### config.mk
export PLATFORM = sky130hd
export DESIGN_NAME = uart_upg_loader_flat
export DESIGN_NICKNAME = d
export VERILOG_FILES = /design/src/rtl/uart_upg_loader_pkg.sv /design/src/rtl/uart_upg_loader_if.sv /design/src/rtl/uart_upg_loader_rx.sv /design/src/rtl/uart_upg_loader.sv /design/src/flat_wrapper.sv
export SDC_FILE = /design/constraint.sdc
export NUM_CORES = 1
export LEC_CHECK = 0
export ABC_CLOCK_PERIOD_IN_PS = 3500
export BUFFER_PORTS_ARGS = -buffer_cell sky130_fd_sc_hd__clkbuf_2
export CORE_MARGIN = 2
export CORE_UTILIZATION = 25
export DETAILED_ROUTE_END_ITERATION = 7
export PLACE_DENSITY = 0.42
export SLEW_MARGIN = 40
export SYNTH_ARGS = -nofsm -noshare
export SYNTH_HDL_FRONTEND = slang
export SYNTH_SLANG_ARGS = --single-unit
### constraint.sdc
create_clock -name upg_clk_i -period 3.5 [get_ports upg_clk_i]
set_input_delay 0.35 -clock upg_clk_i [delete_from_list [all_inputs] [get_ports upg_clk_i]]
set_output_delay 0.35 -clock upg_clk_i [all_outputs]
set_load 0.01 [all_outputs]
### src/rtl/uart_upg_loader_pkg.sv
// Shared types and constants for the UART programming loader.
// Parser/receiver state encodings, section tags and parameter defaults.
package upg_pkg;

  localparam int DEFAULT_CLKS_PER_BIT = 87;
  localparam int DEFAULT_MAX_WORDS    = 16384;

  localparam logic [7:0] TAG_IMEM = 8'h00;
  localparam logic [7:0] TAG_DMEM = 8'h01;
  localparam logic [7:0] TAG_END  = 8'hFF;

  typedef enum logic [2:0] {
    S_TAG,
    S_CNT_LO,
    S_CNT_HI,
    S_DATA,
    S_DONE,
    S_ERR
  } upg_state_t;

  typedef enum logic [1:0] {
    RX_IDLE,
    RX_START,
    RX_DATA,
    RX_STOP
  } rx_state_t;

  // Only the two memory-select tags open a counted section.
  function automatic logic is_mem_tag(input logic [7:0] tag);
    return (tag == TAG_IMEM) || (tag == TAG_DMEM);
  endfunction

endpackage

### src/rtl/uart_upg_loader_if.sv
// UPG write port: strobe/address/data toward the RAM wrappers plus load status.
// The loader drives it (master); RAM wrappers and the CPU handover logic observe it (slave).
interface uart_upg_loader_if;

  logic        upg_wen_o;
  logic [14:0] upg_adr_o;
  logic [31:0] upg_dat_o;
  logic        upg_done_o;
  logic        err_o;

  modport master (
    output upg_wen_o,
    output upg_adr_o,
    output upg_dat_o,
    output upg_done_o,
    output err_o
  );

  modport slave (
    input upg_wen_o,
    input upg_adr_o,
    input upg_dat_o,
    input upg_done_o,
    input err_o
  );

endinterface

### src/rtl/uart_upg_loader_rx.sv
// 8N1 UART receiver: 2-flop synchronizer, mid-bit sampling, glitch-rejecting start check.
// byte_valid_o / frame_err_o pulse one cycle after the stop-bit sample; no backpressure.
module uart_rx_8n1
  import upg_pkg::*;
#(
  parameter int CLKS_PER_BIT = DEFAULT_CLKS_PER_BIT
) (
  input  logic       upg_clk_i,
  input  logic       upg_rst_i,
  input  logic       rx_i,
  output logic [7:0] byte_o,
  output logic       byte_valid_o,
  output logic       frame_err_o
);

  localparam int CW = $clog2(CLKS_PER_BIT);
  localparam logic [CW-1:0] HALF_M1 = CW'(CLKS_PER_BIT / 2 - 1);
  localparam logic [CW-1:0] FULL_M1 = CW'(CLKS_PER_BIT - 1);

  logic            r_sync1;
  logic            r_sync2;
  logic            r_prev;
  rx_state_t       r_state;
  logic [CW-1:0]   r_cnt;
  logic [2:0]      r_bit_idx;
  logic [7:0]      r_shift;
  logic [7:0]      r_byte;
  logic            r_valid;
  logic            r_ferr;

  assign byte_o       = r_byte;
  assign byte_valid_o = r_valid;
  assign frame_err_o  = r_ferr;

  always_ff @(posedge upg_clk_i) begin
    if (upg_rst_i) begin
      r_sync1   <= 1'b1;
      r_sync2   <= 1'b1;
      r_prev    <= 1'b1;
      r_state   <= RX_IDLE;
      r_cnt     <= '0;
      r_bit_idx <= '0;
      r_shift   <= '0;
      r_byte    <= '0;
      r_valid   <= 1'b0;
      r_ferr    <= 1'b0;
    end else begin
      r_sync1 <= rx_i;
      r_sync2 <= r_sync1;
      r_prev  <= r_sync2;
      r_valid <= 1'b0;
      r_ferr  <= 1'b0;
      case (r_state)
        RX_IDLE: begin
          if (r_prev && !r_sync2) begin
            r_state <= RX_START;
            r_cnt   <= '0;
          end
        end
        RX_START: begin
          // A start bit that is high again at mid-bit was a glitch.
          if (r_cnt == HALF_M1) begin
            r_cnt     <= '0;
            r_bit_idx <= '0;
            r_state   <= r_sync2 ? RX_IDLE : RX_DATA;
          end else begin
            r_cnt <= r_cnt + CW'(1);
          end
        end
        RX_DATA: begin
          if (r_cnt == FULL_M1) begin
            r_cnt   <= '0;
            r_shift <= {r_sync2, r_shift[7:1]};
            if (r_bit_idx == 3'd7) begin
              r_state <= RX_STOP;
            end else begin
              r_bit_idx <= r_bit_idx + 3'd1;
            end
          end else begin
            r_cnt <= r_cnt + CW'(1);
          end
        end
        RX_STOP: begin
          // Returning to idle at mid-stop lets a back-to-back start edge be seen.
          if (r_cnt == FULL_M1) begin
            r_cnt   <= '0;
            r_state <= RX_IDLE;
            if (r_sync2) begin
              r_byte  <= r_shift;
              r_valid <= 1'b1;
            end else begin
              r_ferr <= 1'b1;
            end
          end else begin
            r_cnt <= r_cnt + CW'(1);
          end
        end
        default: r_state <= RX_IDLE;
      endcase
    end
  end

endmodule

### src/rtl/uart_upg_loader.sv
// UART programming loader: parses TAG/CNT/data sections into 32-bit UPG word writes.
// Strobe one cycle after the lane-3 byte; no backpressure, the RAM port always accepts.
module uart_upg_loader
  import upg_pkg::*;
#(
  parameter int CLKS_PER_BIT = DEFAULT_CLKS_PER_BIT,
  parameter int MAX_WORDS    = DEFAULT_MAX_WORDS
) (
  input  logic               upg_clk_i,
  input  logic               upg_rst_i,
  input  logic               rx_i,
  uart_upg_loader_if.master  upg
);

  localparam logic [16:0] MAX_CNT = 17'(MAX_WORDS);

  logic [7:0]  w_byte;
  logic        w_byte_vld;
  logic        w_frame_err;
  logic [15:0] w_cnt;

  upg_state_t  r_state;
  logic [7:0]  r_cnt_lo;
  logic [14:0] r_count;
  logic [13:0] r_index;
  logic [1:0]  r_lane;
  logic        r_sel;
  logic [23:0] r_buf;
  logic        r_wen;
  logic [14:0] r_adr;
  logic [31:0] r_dat;
  logic        r_done;
  logic        r_err;

  uart_rx_8n1 #(
    .CLKS_PER_BIT (CLKS_PER_BIT)
  ) u_rx (
    .upg_clk_i    (upg_clk_i),
    .upg_rst_i    (upg_rst_i),
    .rx_i         (rx_i),
    .byte_o       (w_byte),
    .byte_valid_o (w_byte_vld),
    .frame_err_o  (w_frame_err)
  );

  assign w_cnt = {w_byte, r_cnt_lo};

  assign upg.upg_wen_o  = r_wen;
  assign upg.upg_adr_o  = r_adr;
  assign upg.upg_dat_o  = r_dat;
  assign upg.upg_done_o = r_done;
  assign upg.err_o      = r_err;

  always_ff @(posedge upg_clk_i) begin
    if (upg_rst_i) begin
      r_state  <= S_TAG;
      r_cnt_lo <= '0;
      r_count  <= '0;
      r_index  <= '0;
      r_lane   <= '0;
      r_sel    <= 1'b0;
      r_buf    <= '0;
      r_wen    <= 1'b0;
      r_adr    <= '0;
      r_dat    <= '0;
      r_done   <= 1'b0;
      r_err    <= 1'b0;
    end else begin
      r_wen <= 1'b0;
      // Once done or failed the loader is deaf until reset, framing errors included.
      if (w_frame_err && (r_state != S_DONE) && (r_state != S_ERR)) begin
        r_state <= S_ERR;
        r_err   <= 1'b1;
      end else if (w_byte_vld) begin
        case (r_state)
          S_TAG: begin
            if (w_byte == TAG_END) begin
              r_state <= S_DONE;
              r_done  <= 1'b1;
            end else if (is_mem_tag(w_byte)) begin
              r_sel   <= w_byte[0];
              r_state <= S_CNT_LO;
            end else begin
              r_state <= S_ERR;
              r_err   <= 1'b1;
            end
          end
          S_CNT_LO: begin
            r_cnt_lo <= w_byte;
            r_state  <= S_CNT_HI;
          end
          S_CNT_HI: begin
            if (w_cnt == 16'd0) begin
              r_state <= S_TAG;
            end else if ({1'b0, w_cnt} > MAX_CNT) begin
              r_state <= S_ERR;
              r_err   <= 1'b1;
            end else begin
              r_count <= w_cnt[14:0];
              r_index <= '0;
              r_lane  <= '0;
              r_state <= S_DATA;
            end
          end
          S_DATA: begin
            case (r_lane)
              2'd0: r_buf[7:0]   <= w_byte;
              2'd1: r_buf[15:8]  <= w_byte;
              2'd2: r_buf[23:16] <= w_byte;
              default: begin
                r_wen   <= 1'b1;
                r_adr   <= {r_sel, r_index};
                r_dat   <= {w_byte, r_buf};
                r_index <= r_index + 14'd1;
                r_count <= r_count - 15'd1;
                if (r_count == 15'd1) begin
                  r_state <= S_TAG;
                end
              end
            endcase
            r_lane <= r_lane + 2'd1;
          end
          default: ;
        endcase
      end
    end
  end

endmodule

### src/flat_wrapper.sv
// flat-port wrapper written by rule: the top's interface ports become plain ports
module uart_upg_loader_flat import upg_pkg::*;
#(
  parameter int CLKS_PER_BIT = DEFAULT_CLKS_PER_BIT,
  parameter int MAX_WORDS    = DEFAULT_MAX_WORDS
)
  (upg_clk_i, upg_rst_i, rx_i, upg_upg_wen_o, upg_upg_adr_o, upg_upg_dat_o, upg_upg_done_o, upg_err_o);
  uart_upg_loader_if upg_i ();
  input  logic upg_clk_i;
  input  logic upg_rst_i;
  input  logic rx_i;
  output wire logic [$bits(upg_i.upg_wen_o)-1:0] upg_upg_wen_o;
  output wire logic [$bits(upg_i.upg_adr_o)-1:0] upg_upg_adr_o;
  output wire logic [$bits(upg_i.upg_dat_o)-1:0] upg_upg_dat_o;
  output wire logic [$bits(upg_i.upg_done_o)-1:0] upg_upg_done_o;
  output wire logic [$bits(upg_i.err_o)-1:0] upg_err_o;
  assign upg_upg_wen_o = upg_i.upg_wen_o;
  assign upg_upg_adr_o = upg_i.upg_adr_o;
  assign upg_upg_dat_o = upg_i.upg_dat_o;
  assign upg_upg_done_o = upg_i.upg_done_o;
  assign upg_err_o = upg_i.err_o;
  uart_upg_loader #(.CLKS_PER_BIT(CLKS_PER_BIT), .MAX_WORDS(MAX_WORDS)) u_core (.upg_clk_i(upg_clk_i), .upg_rst_i(upg_rst_i), .rx_i(rx_i), .upg(upg_i));
endmodule
* Yosys cells after proc, flatten, opt, wreduce, memory -nomap -nowiden
Cells that the tools add are included.
** Word-level totals
- Bits in registers :: 150
- Bits in latches :: 0
- Bits in writable memories :: 0
- Bits in read-only memories :: 0
- Input port bits :: 3
- Output and inout bits :: 50
- Logic and storage cells :: 152
- Memories kept :: 0
** Operators by class
- $add $sub $neg :: 5
- Multiply operators :: 0
- Divide/modulo/power cells :: 0
- $lt $le $gt $ge :: 1
- Equal/unequal tests :: 32
- Shift operators :: 0
- Mux-type cells :: 45
- Bitwise operators :: 7
- Reductions and logical operators :: 37
** Operators with widths (count)
- 2-to-1 mux 15 bit :: 3
- 2-to-1 mux 14 bit :: 3
- 2-to-1 mux 3 bit :: 11
- AND reduction 4 bit :: 8
- one-hot mux 15 bit (2 select lines) :: 1
- one-hot mux 14 bit (2 select lines) :: 1
- 2-to-1 mux 7 bit :: 3
- one-hot mux 7 bit (3 select lines) :: 1
- != test 2 bit, second input constant :: 9
- > comparator 16 x 15 -> 1 bit, second input constant :: 1
- zero test 16 bit :: 1
- 2-to-1 mux 2 bit :: 8
- equality test 15 x 1 -> 1 bit, second input constant :: 1
- AND reduction 5 bit :: 3
- subtractor 15 x 1 -> 15 bit, second input constant :: 1
- adder 14 x 1 -> 14 bit, second input constant :: 1
- != test 3 x 2 -> 1 bit, second input constant :: 4
- one-hot mux 3 bit (4 select lines) :: 1
- AND reduction 6 bit :: 2
- 2-to-1 mux 1 bit :: 9
- equality test 8 x 1 -> 1 bit, second input constant :: 1
- equality test 8 bit, second input constant :: 1
- zero test 8 bit :: 1
- one-hot mux 2 bit (4 select lines) :: 1
- 31 further kinds :: 51

* Depth between registers and ports, before layout
Gate-level depths: netlist (run 1).
- Word-level depth :: 7
- Gate-level depth with buffers :: 9
- Mapped depth without buffers :: 8

* Modules after synthesis
Synthesis (run 1) repeated with hierarchy kept, for this count alone.
** Unflattened totals
- Cells, all modules :: 810
- Area total of the unflattened synthesis :: 6871.6 sq um
** Modules (own cells, without submodules)
- uart_upg_loader :: instances 1, cells an instance 653, area an instance 5417.7 sq um, seq. area each 2342.2 sq um
- uart_rx_8n1 :: instances 1, cells an instance 157, area an instance 1453.9 sq um, seq. area each 660.6 sq um

* Least setup slack after synthesis (run 1)
No wires, ideal clock.
- Kind :: reg-to-reg
- Start :: register u_core.r_lane[1]
- End :: register u_core.r_index[9]
- Library setup time :: 0.070 ns
- Data arrival time :: 1.981 ns
- Path slack :: 1.449 ns
- Cell stages (with the launch flop) :: 7
- Buffers on the path :: 0
- Period minus slack after synthesis :: 2.051 ns
- Path through :: dfxtp_1 ha_1 and4bb_4 or3b_2 nor2_2 or4b_1 a21oi_1
** Between the ends
- Cells in the longest elaborated chain, start to end :: 4
** Ends and longest elaborated chain
- start: declaration :: RTL line uart_upg_loader.sv:26 : logic [1:0] r_lane;
- start signal: assignment :: RTL line uart_upg_loader.sv:121 : r_lane <= r_lane + 2'd1;
- equality test 2 x 1 -> 1 bit, or another cell as far along :: RTL line uart_upg_loader.sv:106 : case (r_lane)
- OR reduction 3 bit (no source line) (*)
- != test 2 bit (no source line) (*)
- AND reduction 6 bit (no source line) (*)
- end signal: assignment :: RTL line uart_upg_loader.sv:114 : r_index <= r_index + 14'd1;
- end: declaration :: RTL line uart_upg_loader.sv:25 : logic [13:0] r_index;
Every way passes the cells marked *; elsewhere a longest branch is shown, timed or not.
A chain may end at the register's enable or synchronous reset.

* Worst setup path after layout (run 1)
- Start :: register u_core.r_lane[1]
- End :: register u_core.r_index[7]
Same word-level chain as after synthesis.

==> flow_summary_export.csv, run 1 <==
group,metric,value,unit
finish,diodes,0,
cts,clkTransAtPathRegs,60,ps
synthesis,ys_ff_latch,150,
die,fp.dieW,164,um
synthesis,synth_top_cells_by_area,"dfxtp_1 47%, a21oi_1 8.9%, nand2_1 8.5%",
cts,cts_sinks,150,
drt,drc_errors,0,
finish,final_net_count,841,
worst_setup_path,end_kind,"register",
cts,cts_tree,"done",
timing,finClkSkew,11.5,ps
timing,setup_tns,0,ps
cts,cts-resized-gates,0,
timing,max_freq,0.399,GHz
timing,min_period,2510,ps
worst_setup_path,r2r_start,"u_core.r_lane[1]$_SDFFE_PP0P_",
synthesis,postSynthCellCount,794,
min_path,hold_path_startpoint,"rx_i",
cts,root_buffer,"clkbuf_16",
global_routing,grt_max_degree,69,
timing,rsz0062_at_grt,"false",
finish,drive_gt1_share,14.6,%
drt,initialDrtViolationCount,361,
global_routing,grt_pass1_vias,5025,
synthesis,yosysTopAreaCell,"dfxtp_1",
global_routing,antenna_found_initial,0,
synthesis,synth_area_per_cell,8.09,um^2
drt,num_vias,5327,
cts,clock_path_buffers,2,
synthesis,ys_types,60,
placement,hpwlAfterDp,10500,um
die,start_util,25.5,%
power,powerDensity,471,nW/um^2
timing,setup_violations,0,
worst_setup_path,path_max_fanout,23,
status,status,"finished, final reports clean",
drt,firstDrtPassIters,6,
cts,holdBufCountCts,0,
timing,finalCritPeriodShare,71.7,%
synthesis,synth-seq-area-share,46.8,%
die,coreArea,25200,um^2
worst_setup_path,arrival,2870,ps
timing,maxSlewViolCount,0,
finish,syn_to_final_growth,18.0,%
placement,gp_congestion,0.784,
cts,h-tree-depth,4,
cts,cts-buffers-inserted,17,
min_path,min_path_type,"input port to register",
worst_setup_path,timing.critical_path.from,"u_core.r_lane[1]$_SDFFE_PP0P_",
synthesis,synth_commonest_cells,"150 x dfxtp_1, 146 x nand2_1, 114 x a21oi_1",
synthesis,syn-num-nets,808,
drt,wl,16300,um
timing,hold_violations,0,
placement,port_buffers,52,
die,fp-row-count,58,
die,die_y,164,um
drt,ant_nets,0,
power,p_leak,2.78,nW
cts,clock_latency,430,ps
synthesis,synth.most_common_cell,"dfxtp_1",
worst_setup_path,crit_type,"register to register",
synthesis,yosysTopAreaCellShare,46.8,%
power,peakVddDrop,0.257,mV
worst_setup_path,start_kind,"register",
global_routing,grt_overflow,0,
cts,cts_setup_buffers,0,
placement,placed_area,7000,um^2
finish,fill_cells,2692,
timing,relSlewSlack,49.2,%
timing,worst_slew_pin_slew,763,ps
synthesis,yosysWarnings,0,
drt,vias_per_cell,4.55,
synthesis,synth-edff-count,0,
synthesis,syn_area,6420,um^2
placement,place_inst,1138,
global_routing,grt_pass1_wl,26900,um
die,dieArea,27000,um^2
timing,whs,103,ps
finish,final_area,7570,um^2
drt,wl_per_cell,13.9,um
die,ios,53,
finish,finalNonFillerCells,1170,
synthesis,synth_ff_type,"dfxtp_1",
global_routing,grt_use_total,12.7,%
worst_setup_path,cp.required,3860,ps
flow_run,drv_cap,0,
synthesis,async_reset_ff_share,0,%
[layer usage]
metal | part of all wire (%) | GRT usage (%)
met1 | 50 | 17.2
met4 | 0.95 | 3.47
met2 | 46 | 19.9
met3 | 3.1 | 3.41
met5 | 0 | 0
[final cells by class]
cell class / count / area [um^2] / area share (%)
Multi-Input combinational cell: 578 / 3160 / 41.7
Sequential cell: 150 / 3000 / 39.6
Clock buffer: 23 / 478 / 6.31
Tap cell: 330 / 413 / 5.45
Timing Repair Buffer: 69 / 390 / 5.15
Clock inverter: 9 / 92.6 / 1.22
Inverter: 11 / 41.3 / 0.545
[path summary, 6_finish.rpt]
| kind | end | slack [ps] | cells past startpoint |
|---|---|---|---|
| min reg2reg | u_core.u_rx.r_sync2$_SDFF_PP1_ | 410 | 1 |
| max reg2reg | u_core.r_index[7]$_SDFFE_PP0P_ | 990 | 8 |
| min | u_core.u_rx.r_sync1$_SDFF_PP1_ | 100 | 2 |
| max | u_core.r_index[7]$_SDFFE_PP0P_ | 990 | 8 |
[flip-flops by register name, summed over array words and instances (netlist names), 2 cells and up, named ones only]
name and flops:
u_core.upg.upg_dat_o 32, u_core.r_buf 24, u_core.r_count 15, u_core.upg.upg_adr_o 15
u_core.r_index 14, u_core.r_cnt_lo 8, u_core.u_rx.byte_o 8, u_core.u_rx.r_shift 8
u_core.u_rx.r_cnt 7, u_core.r_state 3, u_core.u_rx.r_bit_idx 3, u_core.r_lane 2
[cells in the final DEF, fill, tap and decap left out, drive strengths merged, types with 3 or more instances in the layout]
| cell | instances |
|---|---|
| a21oi | 115 |
| nor3 | 12 |
| clkinv | 3 |
| xor2 | 9 |
| o211ai | 4 |
| o32ai | 3 |
| a31oi | 5 |
| nand3 | 36 |
| a211oi | 3 |
| ha | 11 |
| a21o | 3 |
| clkbuf | 74 |
| and3 | 9 |
| nand2 | 146 |
| nor2 | 90 |
| o21ai | 36 |
| buf | 18 |
| o2111ai | 3 |
| dfxtp | 150 |
| clkinvlp | 3 |
| nand2b | 5 |
| nor4 | 3 |
| o31ai | 3 |
| or3 | 6 |
| mux2i | 26 |
| or2 | 6 |
| nor2b | 5 |
| inv | 13 |
| nand4 | 6 |
| or3b | 4 |
| o21bai | 3 |
[cells by family after synthesis]
| family | Yosys count | share of synthesized area [%] |
|---|---|---|
| buffers and inverters | 66 | 4.31 |
| muxes | 26 | 4.05 |
| adders and majority gates | 11 | 2.14 |
| xor gates and xnor gates | 10 | 1.36 |
| AOI/OAI and AO/OA | 187 | 16.3 |
| and+or+nand+nor | 344 | 25.1 |
| DFF | 150 | 46.8 |
[critical path, cell delays in order (launching register included)]
cell	delay [ps]
dfxtp_1	380
ha_1	350
and4bb_4	300
nor2_1	80
and4_1	480
nor2_1	70
buf_4	220
or4_1	410
a21oi_1	140
[power by group]
part	internal, mW	switching (mW)
logic	0.0195	0.0472
registers	1.71	0.00794
clock network	1.04	0.739
total	2.77	0.794
[metrics by stage]
stage / util (%) / power (mW) / worst slack (ps)
after detailed placement: 27.8 / 1.83 / 979
final: 30.1 / 3.57 / 992
after global routing: 30.1 / 3.72 / 816
after CTS: 30.1 / 3.62 / 957
after floorplan: - / 1.81 / 1450
after global placement: 27.7 / 1.82 / 1010
Note: power is estimated with default switching activity, not from simulation.
==> run 2: changes to the inputs <==
Settings changed: ABC_AREA set to 1, ABC_CLOCK_PERIOD_IN_PS 3500 to 2170, PLACE_DENSITY 0.42 to 0.43.
Clock period 3.5 ns to 2.17 ns, I/O delays scaled along.
==> flow_summary_export.csv, run 2 <==
group,metric,value,unit
cts,root_buffer,"clkbuf_16",
timing,setup_violations,0,
synthesis,synth.most_common_cell,"nor2_1",
finish,final_net_count,960,
min_path,hold_path_depth,5,
min_path,min_path_type,"input port to register",
power,pwr-share-seq,45.8,%
drt,ant_nets,0,
drt,initialDrtViolationCount,346,
power,peakVddDrop,0.395,mV
timing,rsz0062_at_grt,"false",
worst_setup_path,r2r_cells,11,
synthesis,synth_area_per_cell,7.45,um^2
finish,final_common_cell,"nor2_1",
synthesis,yosysTopAreaCellShare,44.7,%
synthesis,synth_ff_type,"dfxtp_1",
die,dieArea,28200,um^2
global_routing,antenna_found_initial,0,
power,power_frac_clock,51.9,%
drt,vias_per_cell,4.43,
power,combinationalPowerShare,2.3,%
drt,num_vias,5760,
timing,setup_slack,378,ps
placement,gp_congestion,0.763,
placement,port_buffers,52,
synthesis,yosysWarnings,0,
power,power_switching,1.49,mW
worst_setup_path,start_kind,"register",
synthesis,ys_types,44,
synthesis,syn_area,6720,um^2
global_routing,grt_max_degree,104,
finish,diodes,0,
flow_run,drv_cap,0,
die,start_util,25.2,%
power,power,6.06,mW
power,p_leak,3.15,nW
finish,drive_gt1_share,16.6,%
die,die_y,168,um
global_routing,grt_overflow,0,
synthesis,yosysTopAreaCell,"dfxtp_1",
finish,final_cell_mix,"169 x nor2_1, 159 x nand2_1, 150 x dfxtp_1, 98 x o21ai_0, 79 x a21oi_1",
worst_setup_path,rrSetupSlack,380,ps
synthesis,ys_ff_latch,150,
synthesis,async_reset_ff_share,0,%
timing,min_period,1790,ps
cts,cts_tree,"done",
finish,syn_to_final_growth,17.7,%
power,powerDensity,766,nW/um^2
worst_setup_path,crit_type,"register to register",
cts,h-tree-depth,4,
die,fp-row-count,60,
timing,setup_tns,0,ps
cts,clkTransAtPathRegs,70,ps
die,ios,53,
drt,drc_errors,0,
placement,hpwlAfterDp,11400,um
synthesis,synth_top_cells_by_area,"dfxtp_1 45%, nor2_1 9.4%, nand2_1 8.9%",
timing,whs,291,ps
worst_setup_path,path_max_fanout,33,
worst_setup_path,arrival,2070,ps
global_routing,grt_use_total,12.7,%
worst_setup_path,cp.required,2450,ps
cts,cts_sinks,150,
timing,finalCritPeriodShare,82.6,%
timing,max_freq,0.558,GHz
cts,clock_latency,420,ps
synthesis,synth_commonest_cells,"169 x nor2_1, 159 x nand2_1, 150 x dfxtp_1",
die,fp.dieW,168,um
drt,firstDrtPassIters,4,
worst_setup_path,end_kind,"register",
timing,hold_violations,0,
power,swShare,24.6,%
global_routing,grt_pass1_vias,5712,
synthesis,synth-edff-count,0,
drt,wl,16900,um
finish,largest_register_ffs,32,
power,p_int,4.57,mW
cts,clock_path_buffers,2,
synthesis,syn-num-nets,916,
die,coreArea,26700,um^2
status,status,"finished, final reports clean",
global_routing,grt_pass1_wl,29100,um
synthesis,postSynthCellCount,902,
drt,wl_per_cell,13.0,um
timing,finClkSkew,13.6,ps
timing,maxSlewViolCount,0,
synthesis,synth-seq-area-share,44.7,%
cts,cts-buffers-inserted,17,
timing,relSlewSlack,55.8,%
timing,worst_slew_pin_slew,663,ps
placement,place_ws,271,ps
run 2: changes by cell type after synthesis, moves of 8 or more:
cell,delta
nor2_1,+81
inv_2,+9
o21ai_1,+8
o21ai_0,+62
a21oi_1,-35
inv_1,+33
mux2i_1,-24
a21oi_2,+15
clkbuf_1,-26
nand2_2,+19
nand2_1,+13
run 2: worst paths after layout:
kind                                         from                                end
setup / recovery  u_core.r_cnt_lo[6]$_SDFFE_PP0P_     u_core.r_index[1]$_SDFFE_PP0P_
hold reg to reg    u_core.u_rx.r_sync1$_SDFF_PP1_     u_core.u_rx.r_sync2$_SDFF_PP1_
setup reg to reg  u_core.r_cnt_lo[6]$_SDFFE_PP0P_     u_core.r_index[1]$_SDFFE_PP0P_
hold / removal                          upg_rst_i  u_core.u_rx.r_cnt[1]$_SDFFE_PP0P_
run 2: final cells by class:
class | count | area [um^2]
Fill cell | 2928 | 18700
Multi-Input combinational cell | 658 | 3240
Sequential cell | 150 | 3000
Tap cell | 341 | 427
Clock buffer | 17 | 425
Timing Repair Buffer | 65 | 410
Inverter | 54 | 204
Clock inverter | 15 | 199
run 2: what timing repair did:
action	in CTS	in global routing
resized for setup	0	1
endpoints found under the setup margin	0	1
endpoints found under the hold margin	1	0
hold buffers	1	0
buffers inserted	0	0
run 2: cell families (layout without fill, tap and decap cells):
family	after synthesis	in the layout	share of synthesized area (%)
xor+xnor	13	13	1.69
mux	2	2	0.298
compound gates	208	208	16.7
buf+inv	94	151	7.23
fa+ha+maj	11	11	2.05
flops	150	150	44.7
simple gates	424	424	27.3
run 2: critical path, cell delays in order (launching register included):
cell,delay [ps]
dfxtp_1,340
nor2_1,110
nand2_1,60
nor2_1,290
nand2_1,130
nand3_2,120
nand2_2,80
nor2_4,110
buf_12,210
nand2_1,70
nand2_1,70
nor2_1,40
run 2: through the flow:
step / cells / utilization (%) / area (um^2)
final: 1300 / 29.7 / 7910
after global routing: 1300 / 29.7 / 7910
after CTS: 1300 / 29.6 / 7900
after detailed placement: 1267 / 27.3 / 7260
after global placement: 1267 / 27.3 / 7260
after floorplan: 902 / - / 6720
run 2: power by group through the flow:
| stage | sequential [mW] | combinational [mW] | clock, mW |
|---|---|---|---|
| floorplan | 2.83 | 0.105 | 0 |
| global placement | 2.84 | 0.142 | 0 |
| detailed placement | 2.84 | 0.141 | 0 |
| CTS | 2.77 | 0.142 | 3.25 |
| global route | 2.77 | 0.160 | 3.36 |
| finish | 2.77 | 0.138 | 3.15 |
run 2: metal layers:
layer / track usage [%] / vias to the layer above / wire (um)
met4: 2.84 / 0 / 59
met1: 17.4 / 2631 / 8810
met2: 20.5 / 76 / 7620
met5: 0 / - / 0
li1: - / 3049 / -
met3: 2.66 / 4 / 424
